$ cat config.mk
export PLATFORM = sky130hd
export DESIGN_NAME = weight_row_sequencer
export DESIGN_NICKNAME = d
export VERILOG_FILES = /design/src/rtl/ann_ctrl_pkg.sv /design/src/rtl/weight_skid_buffer.sv /design/src/rtl/weight_row_sequencer.sv
export SDC_FILE = /design/constraint.sdc
export NUM_CORES = 1
export LEC_CHECK = 0
export CAP_MARGIN = 20
export CELL_PAD_IN_SITES_DETAIL_PLACEMENT = 0
export CELL_PAD_IN_SITES_GLOBAL_PLACEMENT = 1
export CORE_MARGIN = 2
export CORE_UTILIZATION = 35
export DETAILED_ROUTE_END_ITERATION = 8
export PLACE_DENSITY_LB_ADDON = 0.1
export SYNTH_ARGS = -nofsm -noshare
export SYNTH_HDL_FRONTEND = slang
export SYNTH_HIERARCHICAL = 1
export SYNTH_SLANG_ARGS = --single-unit
$ cat constraint.sdc
create_clock -name CLK -period 2.7 [get_ports CLK]
set_input_delay 0.27 -clock CLK [delete_from_list [all_inputs] [get_ports CLK]]
set_output_delay 0.27 -clock CLK [all_outputs]
set_load 0.05 [all_outputs]
$ cat src/rtl/ann_ctrl_pkg.sv
// ann_ctrl_pkg: shared state encoding and per-layer constants for the ANN layer controllers
package ann_ctrl_pkg;
    localparam int DW = 16;
    localparam int L1_DEPTH = 28;
    typedef enum logic [1:0] {IDLE, LOAD, STREAM, DRAIN} seq_state_e;
endpackage

$ cat src/rtl/weight_skid_buffer.sv
// weight_skid_buffer: 2-entry valid/ready buffer (output register plus skid) exposing its occupancy
module weight_skid_buffer #(
    parameter int W = 22
) (
    input  logic         clk,
    input  logic         rst,
    input  logic         in_valid,
    input  logic [W-1:0] in_data,
    input  logic         out_ready,
    output logic         out_valid,
    output logic [W-1:0] out_data,
    output logic [1:0]   occ
);
    logic [1:0]   occ_q, occ_d, keep;
    logic [W-1:0] head_q, head_d, skid_q, skid_d;
    logic         pop;
    always_comb begin
        pop    = (occ_q != 2'd0) && out_ready;
        keep   = occ_q - {1'b0, pop};
        occ_d  = keep + {1'b0, in_valid};
        // a new word lands in the first slot left free after this cycle's pop
        head_d = (in_valid && keep == 2'd0) ? in_data : (pop ? skid_q : head_q);
        skid_d = (in_valid && keep == 2'd1) ? in_data : skid_q;
    end
    always_ff @(posedge clk) begin
        if (rst) begin
            occ_q  <= '0;
            head_q <= '0;
            skid_q <= '0;
        end else begin
            occ_q  <= occ_d;
            head_q <= head_d;
            skid_q <= skid_d;
        end
    end
    assign out_valid = occ_q != 2'd0;
    assign out_data  = head_q;
    assign occ       = occ_q;
endmodule

$ cat src/rtl/weight_row_sequencer.sv
// weight_row_sequencer: arbitrates one weight BRAM between a host row loader and a backpressured row streamer
module weight_row_sequencer
    import ann_ctrl_pkg::*;
#(
    parameter int DEPTH = L1_DEPTH,
    parameter int AW    = 5,
    parameter int DW    = ann_ctrl_pkg::DW
) (
    input  logic          CLK,
    input  logic          RST,
    input  logic          START,
    input  logic          LOAD_START,
    input  logic          LOAD_VALID,
    input  logic [DW-1:0] LOAD_DATA,
    output logic          LOAD_READY,
    output logic          W_VALID,
    output logic [DW-1:0] W_DATA,
    output logic [AW-1:0] W_INDEX,
    output logic          W_LAST,
    input  logic          W_READY,
    output logic          BUSY,
    output logic          DONE,
    output logic [AW-1:0] BRAM_ADDR,
    output logic [DW-1:0] BRAM_DI,
    output logic          BRAM_EN,
    output logic          BRAM_WE,
    input  logic [DW-1:0] BRAM_DO
);
    localparam logic [AW-1:0] LAST = AW'(DEPTH - 1);

    seq_state_e       state_q, state_d;
    logic [AW-1:0]    wcnt_q, wcnt_d, rcnt_q, rcnt_d;
    logic             done_q, done_d, pop, issue, wr;
    logic [1:0]       occ, keep;
    logic [DW+AW:0]   buf_out;

    // BRAM_DO is valid at the edge closing the issue cycle, so the buffer captures it directly
    weight_skid_buffer #(.W(DW + AW + 1)) u_buf (
        .clk       (CLK),
        .rst       (RST),
        .in_valid  (issue),
        .in_data   ({BRAM_DO, rcnt_q, rcnt_q == LAST}),
        .out_ready (W_READY),
        .out_valid (W_VALID),
        .out_data  (buf_out),
        .occ       (occ)
    );
    assign {W_DATA, W_INDEX, W_LAST} = buf_out;

    always_comb begin
        pop     = W_VALID && W_READY;
        keep    = occ - {1'b0, pop};
        wr      = !RST && state_q == LOAD && LOAD_VALID;
        issue   = !RST && state_q == STREAM && keep != 2'd2;
        state_d = state_q;
        wcnt_d  = wcnt_q;
        rcnt_d  = rcnt_q;
        done_d  = 1'b0;
        unique case (state_q)
            IDLE: begin
                wcnt_d  = '0;
                rcnt_d  = '0;
                state_d = LOAD_START ? LOAD : (START ? STREAM : IDLE);
            end
            LOAD: if (wr) begin
                state_d = (wcnt_q == LAST) ? IDLE : LOAD;
                done_d  = wcnt_q == LAST;
                wcnt_d  = (wcnt_q == LAST) ? '0 : wcnt_q + 1'b1;
            end
            STREAM: if (issue) begin
                state_d = (rcnt_q == LAST) ? DRAIN : STREAM;
                rcnt_d  = (rcnt_q == LAST) ? rcnt_q : rcnt_q + 1'b1;
            end
            DRAIN: if (keep == 2'd0) begin
                state_d = IDLE;
                done_d  = 1'b1;
                rcnt_d  = '0;
            end
            default: state_d = IDLE;
        endcase
    end

    always_ff @(posedge CLK) begin
        if (RST) begin
            state_q <= IDLE;
            wcnt_q  <= '0;
            rcnt_q  <= '0;
            done_q  <= 1'b0;
        end else begin
            state_q <= state_d;
            wcnt_q  <= wcnt_d;
            rcnt_q  <= rcnt_d;
            done_q  <= done_d;
        end
    end

    assign BRAM_EN    = wr || issue;
    assign BRAM_WE    = wr;
    assign BRAM_ADDR  = (state_q == LOAD) ? wcnt_q : rcnt_q;
    assign BRAM_DI    = (state_q == LOAD) ? LOAD_DATA : '0;
    assign LOAD_READY = state_q == LOAD;
    assign BUSY       = state_q != IDLE;
    assign DONE       = done_q;
endmodule

# == Word level (Yosys, flattened, before mapping) ==
# Cells that the tools add are included.
# op_classes
muxes,22
bitwise_logic,0
add_sub_neg,4
div,0
n_reduce_logical,19
order_cmp,0
multipliers,0
shift,0
eq_ne,11
# ops
op,count
$mux 22,2
$mux 5,6
$mux 16,1
$pmux 5 s3,1
$add 5x1->5 const B,2
$eq 5x5->1 const B,2
$mux 2,5
$pmux 5 s2,1
$ne 2x2->1 const B,4
$pmux 2 s4,1
$reduce_bool 2->1,4
$logic_and 1x1->1,7
$eq 2x1->1 const B,2
$eq 2x2->1 const B,2
$logic_not 2->1,2
$mux 1,4
$reduce_and 4->1,1
$reduce_and 3->1,1
$reduce_bool 3->1,1
$add 2x1->2,1
$ne 2x1->1 const B,1
$pmux 1 s2,1
$reduce_and 2->1,1
$sub 2x1->2,1
other kinds (2),2
# word_totals
latchBits,0
register_bits,59
inputBits,38
rom_bits,0
output_inout_bits,49
elab_cells,63
ram_bits,0
memories,0

# == Depth between registers and ports, before layout ==
# Gate-level depths: netlist of the first run.
# logic_depth
word_depth,7
ltp_mapped,8
ltp_nobuf,7

# == Cells and area by module ==
# The synthesis of the first run kept the hierarchy.
# modules_own_cells
mod,cells_each,instances,seq_area_each_um2,area_per_inst_um2
weight_skid_buffer,230,1,920.9,2054.5
weight_row_sequencer,112,1,260.2,945.9

# == Least setup slack after synthesis of the first run ==
# Ideal clock, no wire load.
# synth_timing
kind,register to output
startpoint,register state_q[0]
endpoint,output port BRAM_EN
path_slack_ps,161
arrival_ps,2269
path_stages_with_launch,5
path_cell_list,dfxtp_1 > buf_2 > inv_2 > nor3_1 > or2_1
# synth_between
elab_chain_cells,4
# synth_lines
element,line_no,source
from (decl),weight_row_sequencer.sv:31,"seq_state_e state_q, state_d;"
from (signal assigned),weight_row_sequencer.sv:90,state_q <= state_d;
$eq 2x1->1,weight_row_sequencer.sv:53,wr = !RST && state_q == LOAD && LOAD_VALID;
$logic_and 1x1->1 (2 in series),weight_row_sequencer.sv:53,
via BRAM_WE,weight_row_sequencer.sv:26,"output logic BRAM_WE,"
$logic_or 1x1->1,weight_row_sequencer.sv:97,assign BRAM_EN = wr || issue;
to (decl),weight_row_sequencer.sv:25,"output logic BRAM_EN,"
# The timed path passes the listed nets, and every way through them passes these cells.

# == Worst setup path after layout of the first run ==
# layout_timing
startpoint,register u_buf.occ_q[1] (netlist: u_buf/occ[1])
endpoint,output port BRAM_EN
# layout_between
elab_chain_cells,6
# layout_lines
element,line_no,source
from (decl),weight_skid_buffer.sv:14,"logic [1:0] occ_q, occ_d, keep;"
from (signal assigned),weight_skid_buffer.sv:27,occ_q <= '0;
from (signal assigned),weight_skid_buffer.sv:31,occ_q <= occ_d;
$reduce_bool 2->1,weight_skid_buffer.sv:36,assign out_valid = occ_q != 2'd0;
$logic_and 1x1->1,weight_row_sequencer.sv:51,pop = W_VALID && W_READY;
$sub 2x1->2 *,weight_row_sequencer.sv:52,"keep = occ - {1'b0, pop};"
$ne 2x2->1 *,weight_row_sequencer.sv:54,issue = !RST && state_q == STREAM && keep != 2'd2;
$logic_and 1x1->1 *,weight_row_sequencer.sv:54,
via issue,weight_row_sequencer.sv:33,"logic done_q, done_d, pop, issue, wr;"
$logic_or 1x1->1 *,weight_row_sequencer.sv:97,
# The timed path passes the listed nets; every way through them passes the cells marked *.

==> Implementation_results.wiki, run 1 <==
{| class="wikitable"
! Metric !! Value
|-
| Switching power summed over all nets || 1.02 mW
|-
| Die area || 9330 µm²
|-
| Count of buffers from port buffering || 86
|-
| Layout Skew || 0.00893 ns
|-
| Area taken by multi-input logic gates || 1650 µm²
|-
| Placed inst area || 4090 µm²
|-
| Setup total negative slack || 0 ns
|-
| Maximum single-stage delay on the critical path || 0.40 ns
|-
| Initial antenna violation count || 0
|-
| Most used flip-flop cell after synthesis || sky130_fd_sc_hd__dfxtp_1
|-
| Cell leakage power || 1.58 nW
|-
| Clk sinks || 59
|-
| Count of flip-flops with a built-in enable after synthesis || 0
|-
| Count of standard-cell rows || 33
|-
| IR Drop Worst-Case VDD || 0.382 mV
|-
| Arrival time at the worst endpoint || 2.13 ns
|-
| Syn Nets || 384
|-
| Post-DP HPWL || 4980 µm
|-
| Cell at the slowest stage of the critical path || sky130_fd_sc_hd__dfxtp_1
|-
| Max Fanout on Critical Path || 9
|-
| Areal power density over the cells || 644 nW/µm²
|-
| Routed via count || 2578
|-
| Max-slew violation count || 0
|-
| Most common library cell in the layout ignoring fill and taps || sky130_fd_sc_hd__clkdlybuf4s50_1
|-
| Number of global-route vias before repair || 2508
|-
| Clock latency of the later-clocked register in the worst-skew pair || 0.34 ns
|-
| Final-stage net count || 466
|-
| GPL Wtd Cong || 0.753
|-
| Overall track demand over capacity in global routing || 16.6%
|-
| Shortest clock period the worst path allows after layout || 2.40 ns
|-
| Post-CTS setup repair buffer count || 0
|-
| Clock power frac || 28.9%
|-
| WL final || 7310 µm
|-
| Starting density of the core || 36.3%
|-
| Proportion of power drawn by combinational gates || 35.3%
|-
| Total global routing overflow || 0
|-
| Layout Area Growth over Synthesis || 42.7%
|-
| Average footprint of a synthesized cell || 8.77 µm²
|-
| Syn Inst Count || 342
|-
| Critical register-to-register path endpoint || u_buf/skid_q[2]
|-
| Number of library cell types mapped by synthesis || 49
|-
| FF-to-FF path depth || 7
|-
| Cts bufs inserted || 9
|-
| Worst slew margin || 63.6%
|-
| Area taken by flip-flops and latches || 1180 µm²
|-
| Worst Max-Slew Pin Slew || 0.545 ns
|-
| 1st-pass router iterations || 5
|-
| Share of synthesized flip-flops with an asynchronous set or reset || 0%
|-
| Cell area after synthesis || 3000 µm²
|-
| Peak clock frequency supported by timing || 416 MHz
|-
| Via density per instance || 4.83
|-
| Total of max-cap violations || 0
|-
| Ratio of final minimum period to clock period || 88.9%
|-
| Resized Gates After CTS || 0
|-
| Total of hold buffers inserted after clock tree synthesis || 0
|-
| Detailed-route wire length per cell || 13.7 µm
|-
| Core Area || 8260 µm²
|-
| Launch point of the worst hold path || RST
|-
| Highest-count cells in the layout ignoring fill and taps || 61 x sky130_fd_sc_hd__clkdlybuf4s50_1, 59 x sky130_fd_sc_hd__dfxtp_1, 48 x sky130_fd_sc_hd__nand2b_1
|-
| H-tree depth reported by CTS || 3
|-
| Kind of end point of the critical path || output port
|-
| R2r setup slk || 0.44 ns
|-
| Largest net degree at the start of global routing || 67
|-
| Layout cell share with drive strength beyond 1 || 14.7%
|-
| Depth of the worst hold-timing path || 2
|-
| Cell Int Power || 1.73 mW
|-
| Fillers || 774
|-
| Final setup viols || 0
|-
| Wire length of the first global-routing pass || 12100 µm
|-
| Sw frac || 37.1%
|-
| Maximum clock insertion buffer count || 2
|-
| Launching point of the worst reg2reg path || u_buf/occ[1]
|-
| Clk pin slew, worst setup/hold paths || 0.07 ns
|-
| Hold crit path type || in2reg
|-
| Final number of hold-violating endpoints || 0
|-
| Chip Width || 96.6 µm
|-
| Boundary Pins || 87
|-
| Worst Hold Path EP || state_q[1]
|-
| Sequential power share || 35.8%
|-
| Final instance area || 4280 µm²
|-
| Total of warnings raised by yosys || 6
|-
| Crit path launch type || flop
|-
| Sequential cell area fraction in the yosys report || 39.4%
|-
| Antenna violation net count after detailed routing || 0
|-
| Overall die height || 96.6 µm
|-
| Clock Root Buffer || sky130_fd_sc_hd__clkbuf_8
|-
| Crit path cell chain || or2_2 -> a21bo_2 -> and3_1 -> nor2_1 -> or2_1 -> buf_12
|-
| Number of remaining DRC errors || 0
|-
| Inserted Diodes || 0
|-
| Run status || complete, no violations
|-
| TritonCTS clock tree || yes
|-
| Setup repair after global routing missed its margin || no
|-
| Data required time at the worst endpoint || 2.43 ns
|-
| Flip-flop and latch count after synthesis || 59
|-
| DRT iter0 DRCs || 136
|-
| Category of the most critical setup path || reg2out
|}
==> metal layers <==
layer  vias up  GRT usage, %  routed length [µm]
met5         -             0                   0
met4         0          3.17                  42
met3         6          5.43                 375
met2        60          24.3                3170
met1      1178          24.0                3720
li1       1334             -                   -
==> Yosys cell counts, types with 2 or more instances <==
master                      n  area, µm²
sky130_fd_sc_hd__a211oi_1   2       15.0
sky130_fd_sc_hd__a21o_1     2       15.0
sky130_fd_sc_hd__a21oi_1    4       20.0
sky130_fd_sc_hd__a22oi_1    2       15.0
sky130_fd_sc_hd__a311oi_1  23        201
sky130_fd_sc_hd__and2_1    16        100
sky130_fd_sc_hd__and3_1     5       31.3
sky130_fd_sc_hd__buf_2      7       35.0
sky130_fd_sc_hd__buf_4      2       15.0
sky130_fd_sc_hd__buf_6      2       22.5
sky130_fd_sc_hd__buf_8      2       30.0
sky130_fd_sc_hd__clkbuf_1  10       37.5
sky130_fd_sc_hd__dfxtp_1   59       1180
sky130_fd_sc_hd__ha_1       4       50.1
sky130_fd_sc_hd__inv_1      6       22.5
sky130_fd_sc_hd__inv_2      2       7.51
sky130_fd_sc_hd__mux2_2     5       56.3
sky130_fd_sc_hd__mux2i_1   22        220
sky130_fd_sc_hd__nand2_1   46        173
sky130_fd_sc_hd__nand2b_1  48        300
sky130_fd_sc_hd__nand3_1    3       15.0
sky130_fd_sc_hd__nand3b_1   2       15.0
sky130_fd_sc_hd__nand4_1    2       12.5
sky130_fd_sc_hd__nor2_1    32        120
sky130_fd_sc_hd__nor2b_1    3       18.8
sky130_fd_sc_hd__nor3b_1    2       15.0
sky130_fd_sc_hd__o21a_1     2       15.0
sky130_fd_sc_hd__o21ai_0    2       10.0
sky130_fd_sc_hd__xnor2_1    5       43.8
==> sequential cells by signal, summed over array words and instances (netlist names) <==
signal          count
rcnt_q              5
wcnt_q              5
state_q             2
DONE                1
u_buf/skid_q       22
u_buf/out_data     22
u_buf/occ           2
==> critical path: cells and delay by family (launching register included) <==
kind / cells / cell delay [ns]
AOI/OAI and AO/OA: 1 / 0.25
buffers and inverters: 1 / 0.15
DFF: 1 / 0.40
and+or+nand+nor: 4 / 0.99
==> area by class of cell <==
type / instances / area share [%]
Multi-Input combinational cell: 252 / 38.6
Sequential cell: 59 / 27.6
Timing Repair Buffer: 94 / 25.5
Tap cell: 105 / 3.07
Clock buffer: 9 / 2.89
Clock inverter: 7 / 1.61
Inverter: 8 / 0.701
==> cells by family after synthesis <==
family	share of synthesized area [%]
buffers and inverters	5.67
adders and majority gates	1.67
AOI/OAI and AO/OA	12.1
and+or+nand+nor	30.2
DFF	39.4
xor gates and xnor gates	1.75
muxes	9.22
==> stage by stage <==
step	instances	hold WS (ns)	total power [mW]	util, %	setup slack, ns
6_report	534	0.270	2.76	51.8	0.299
5_1_grt	534	0.310	2.91	51.8	0.151
4_1_cts	534	0.264	2.79	51.8	0.274
3_5_place_dp	518	0.463	1.98	49.5	0.440
3_3_place_gp	518	0.458	1.98	49.5	0.530
2_1_floorplan	342	0.425	1.63	-	0.161
==> worst max path at each step <==
stage,startpoint,end,slack [ns]
4_1_cts,u_buf/occ[1],BRAM_EN,0.27
5_1_grt,state_q[0],BRAM_DI[6],0.15
3_5_place_dp,W_READY,u_buf/skid_q[2],0.44
6_report,u_buf/occ[1],BRAM_EN,0.30
3_3_place_gp,W_READY,u_buf/skid_q[7],0.53
2_1_floorplan,state_q[0],BRAM_EN,0.16
==> power by group through the flow <==
stage	logic [mW]	clock network (mW)	registers, mW
after detailed placement	0.979	0	1.01
after global routing	1.05	0.859	0.998
after global placement	0.976	0	1.00
after CTS	0.982	0.817	0.986
final	0.974	0.796	0.986
after floorplan	0.516	0	1.11
Note: power is estimated with default switching activity, not from simulation.
==> inputs of run 2 (changes only) <==
ABC_CLOCK_PERIOD_IN_PS = 2700   (was unset)
==> results of run 2 <==
The final DEF is identical to that of run 1; final timing and power are the same.
==> inputs of run 3 (changes only) <==
--- a/config.mk
+++ b/config.mk
@@ -6,10 +6,11 @@
 export NUM_CORES = 1
 export LEC_CHECK = 0
-export ABC_CLOCK_PERIOD_IN_PS = 2700
+export ABC_CLOCK_PERIOD_IN_PS = 2100
 export CAP_MARGIN = 20
 export CELL_PAD_IN_SITES_DETAIL_PLACEMENT = 0
 export CELL_PAD_IN_SITES_GLOBAL_PLACEMENT = 1
 export CORE_MARGIN = 2
-export CORE_UTILIZATION = 35
+export CORE_UTILIZATION = 32
+export CTS_CLUSTER_SIZE = 30
 export DETAILED_ROUTE_END_ITERATION = 8
 export PLACE_DENSITY_LB_ADDON = 0.1
==> constraint.sdc (replaced) <==
create_clock -name CLK -period 2.1 [get_ports CLK]
set_input_delay 0.21 -clock CLK [delete_from_list [all_inputs] [get_ports CLK]]
set_output_delay 0.21 -clock CLK [all_outputs]
set_load 0.02 [all_outputs]
==> Implementation_results.wiki, run 3 (same netlist as run 1, synthesis figures left out) <==
{| class="wikitable"
! Metric !! Value
|-
| Run status || complete, no violations
|-
| Arrival time at the worst endpoint || 1.74 ns
|-
| Fillers || 900
|-
| GPL Wtd Cong || 0.757
|-
| Critical register-to-register path endpoint || u_buf/skid_q[17]
|-
| Wire length of the first global-routing pass || 12300 µm
|-
| Setup repair after global routing missed its margin || yes
|-
| Kind of end point of the critical path || output port
|-
| Routed via count || 2670
|-
| IR Drop Worst-Case VDD || 0.346 mV
|-
| Via density per instance || 4.84
|-
| Number of remaining DRC errors || 0
|-
| 1st-pass router iterations || 4
|-
| Post-CTS setup repair buffer count || 0
|-
| Total of hold buffers inserted after clock tree synthesis || 0
|-
| Layout cell share with drive strength beyond 1 || 13.6%
|-
| Cell at the slowest stage of the critical path || sky130_fd_sc_hd__dfxtp_2
|-
| Chip Width || 101 µm
|-
| Resized Gates After CTS || 15
|-
| Category of the most critical setup path || reg2out
|-
| Layout Area Growth over Synthesis || 44.0%
|-
| Highest-count cells in the layout ignoring fill and taps || 61 x sky130_fd_sc_hd__clkdlybuf4s50_1, 58 x sky130_fd_sc_hd__dfxtp_1, 48 x sky130_fd_sc_hd__nand2b_1
|-
| Final setup viols || 0
|-
| Cell leakage power || 1.79 nW
|-
| Areal power density over the cells || 827 nW/µm²
|-
| Maximum clock insertion buffer count || 2
|-
| Post-DP HPWL || 4980 µm
|-
| TritonCTS clock tree || yes
|-
| Worst Hold Path EP || wcnt_q[1]
|-
| Crit path launch type || flop
|-
| Maximum single-stage delay on the critical path || 0.39 ns
|-
| Overall track demand over capacity in global routing || 15.2%
|-
| Launching point of the worst reg2reg path || u_buf/occ[1]
|-
| Core Area || 9150 µm²
|-
| Data required time at the worst endpoint || 1.89 ns
|-
| Max Fanout on Critical Path || 15
|-
| Antenna violation net count after detailed routing || 0
|-
| Clk pin slew, worst setup/hold paths || 0.07 ns
|-
| Depth of the worst hold-timing path || 2
|-
| Final number of hold-violating endpoints || 0
|-
| Worst slew margin || 59.9%
|-
| Most common library cell in the layout ignoring fill and taps || sky130_fd_sc_hd__clkdlybuf4s50_1
|-
| Clock Root Buffer || sky130_fd_sc_hd__clkbuf_8
|-
| Final-stage net count || 478
|-
| Total global routing overflow || 0
|-
| Inserted Diodes || 0
|-
| Setup total negative slack || 0 ns
|-
| R2r setup slk || 0.15 ns
|-
| H-tree depth reported by CTS || 3
|-
| Starting density of the core || 32.8%
|-
| Final core utilization || 47.2%
|-
| Buf+Inv Stages, Crit Path || 2
|-
| Boundary Pins || 87
|-
| FF-to-FF path depth || 8
|-
| Ratio of final minimum period to clock period || 93.1%
|-
| Layout Skew || 0.00488 ns
|-
| Worst Max-Slew Pin Slew || 0.602 ns
|-
| Crit path cell chain || nor2b_1 -> buf_4 -> mux2_2 -> dlygate4sd2_1
|-
| Clock latency of the later-clocked register in the worst-skew pair || 0.32 ns
|-
| Initial antenna violation count || 0
|-
| Hold crit path type || in2reg
|-
| Count of buffers from port buffering || 86
|-
| Launch point of the worst hold path || RST
|-
| Total of max-cap violations || 0
|-
| Max-slew violation count || 0
|-
| Number of global-route vias before repair || 2559
|-
| Clk sinks || 59
|-
| Detailed-route wire length per cell || 13.3 µm
|-
| Peak clock frequency supported by timing || 512 MHz
|-
| DRT iter0 DRCs || 110
|-
| Shortest clock period the worst path allows after layout || 1.95 ns
|-
| Largest net degree at the start of global routing || 72
|-
| Cts bufs inserted || 9
|-
| Count of standard-cell rows || 35
|-
| Die area || 10200 µm²
|-
| Largest delay contributor family on the critical path || buffers and inverters
|-
| Overall die height || 101 µm
|-
| WL final || 7330 µm
|}
## run 3: cell types whose count changed in the layout (fill, tap and decap cells not counted), sizes merged
cell,delta
dlygate4sd2,+13
buf,-12
dlymetal6s2s,+10
clkbuf,+3
bufinv,+2
clkinv,-2
clkinvlp,-2
## run 3: layout make-up
| type | instances | area [µm²] | area share (%) |
|---|---|---|---|
| tap | 111 | 139 | 3.21 |
| multi-input combinational | 252 | 1690 | 39.1 |
| clock inverter | 5 | 100 | 2.32 |
| clock buffer | 11 | 141 | 3.27 |
| timing repair buffer | 106 | 1040 | 24.0 |
| sequential | 59 | 1180 | 27.4 |
| inverter | 8 | 30.0 | 0.695 |
## run 3: how the worst max path moves through the flow
stage,start,end,slack (ns),cells past startpoint
after global placement,W_READY,BRAM_EN,0.01,6
final,state_q[0],BRAM_ADDR[3],0.15,4
after CTS,u_buf/occ[1],BRAM_EN,0.02,6
after global routing,u_buf/occ[1],u_buf/out_data[7],-0.006,9
after floorplan,u_buf/occ[1],u_buf/skid_q[10],0.08,8
after detailed placement,W_READY,BRAM_EN,0.009,6
## run 3: layer usage
metal / up-vias / share of wire [%] / global-route usage (%)
met5: - / 0 / 0
met4: 0 / 1.0 / 5.69
met3: 6 / 5.4 / 4.37
met2: 70 / 46 / 23.3
met1: 1239 / 48 / 20.2
li1: 1355 / - / -
## run 3: worst register-to-register path, delay by kind of cell, from the launching register on
kind | cells | cell delay (ns)
buf+inv | 2 | 0.36
flops | 1 | 0.31
mux | 1 | 0.21
compound gates | 1 | 0.22
simple gates | 4 | 0.77
## run 3: through the flow
stage	instance area (µm²)	hold WS [ns]	worst slack, ns	power [mW]	std cells
after global routing	4320	0.190	-0.00638	3.80	552
final	4320	0.181	0.146	3.58	552
after global placement	4040	0.458	0.0105	2.36	536
after floorplan	3010	0.365	0.0763	1.89	342
after detailed placement	4040	0.463	0.00927	2.36	536
after CTS	4260	0.167	0.0151	3.63	552
## run 3: power breakdown
| group | switching, mW | internal [mW] | leakage [nW] | total, mW |
|---|---|---|---|---|
| registers | 0.0482 | 1.20 | 0.477 | 1.25 |
| clock network | 0.447 | 0.818 | 0.123 | 1.26 |
| logic | 0.574 | 0.491 | 1.19 | 1.06 |
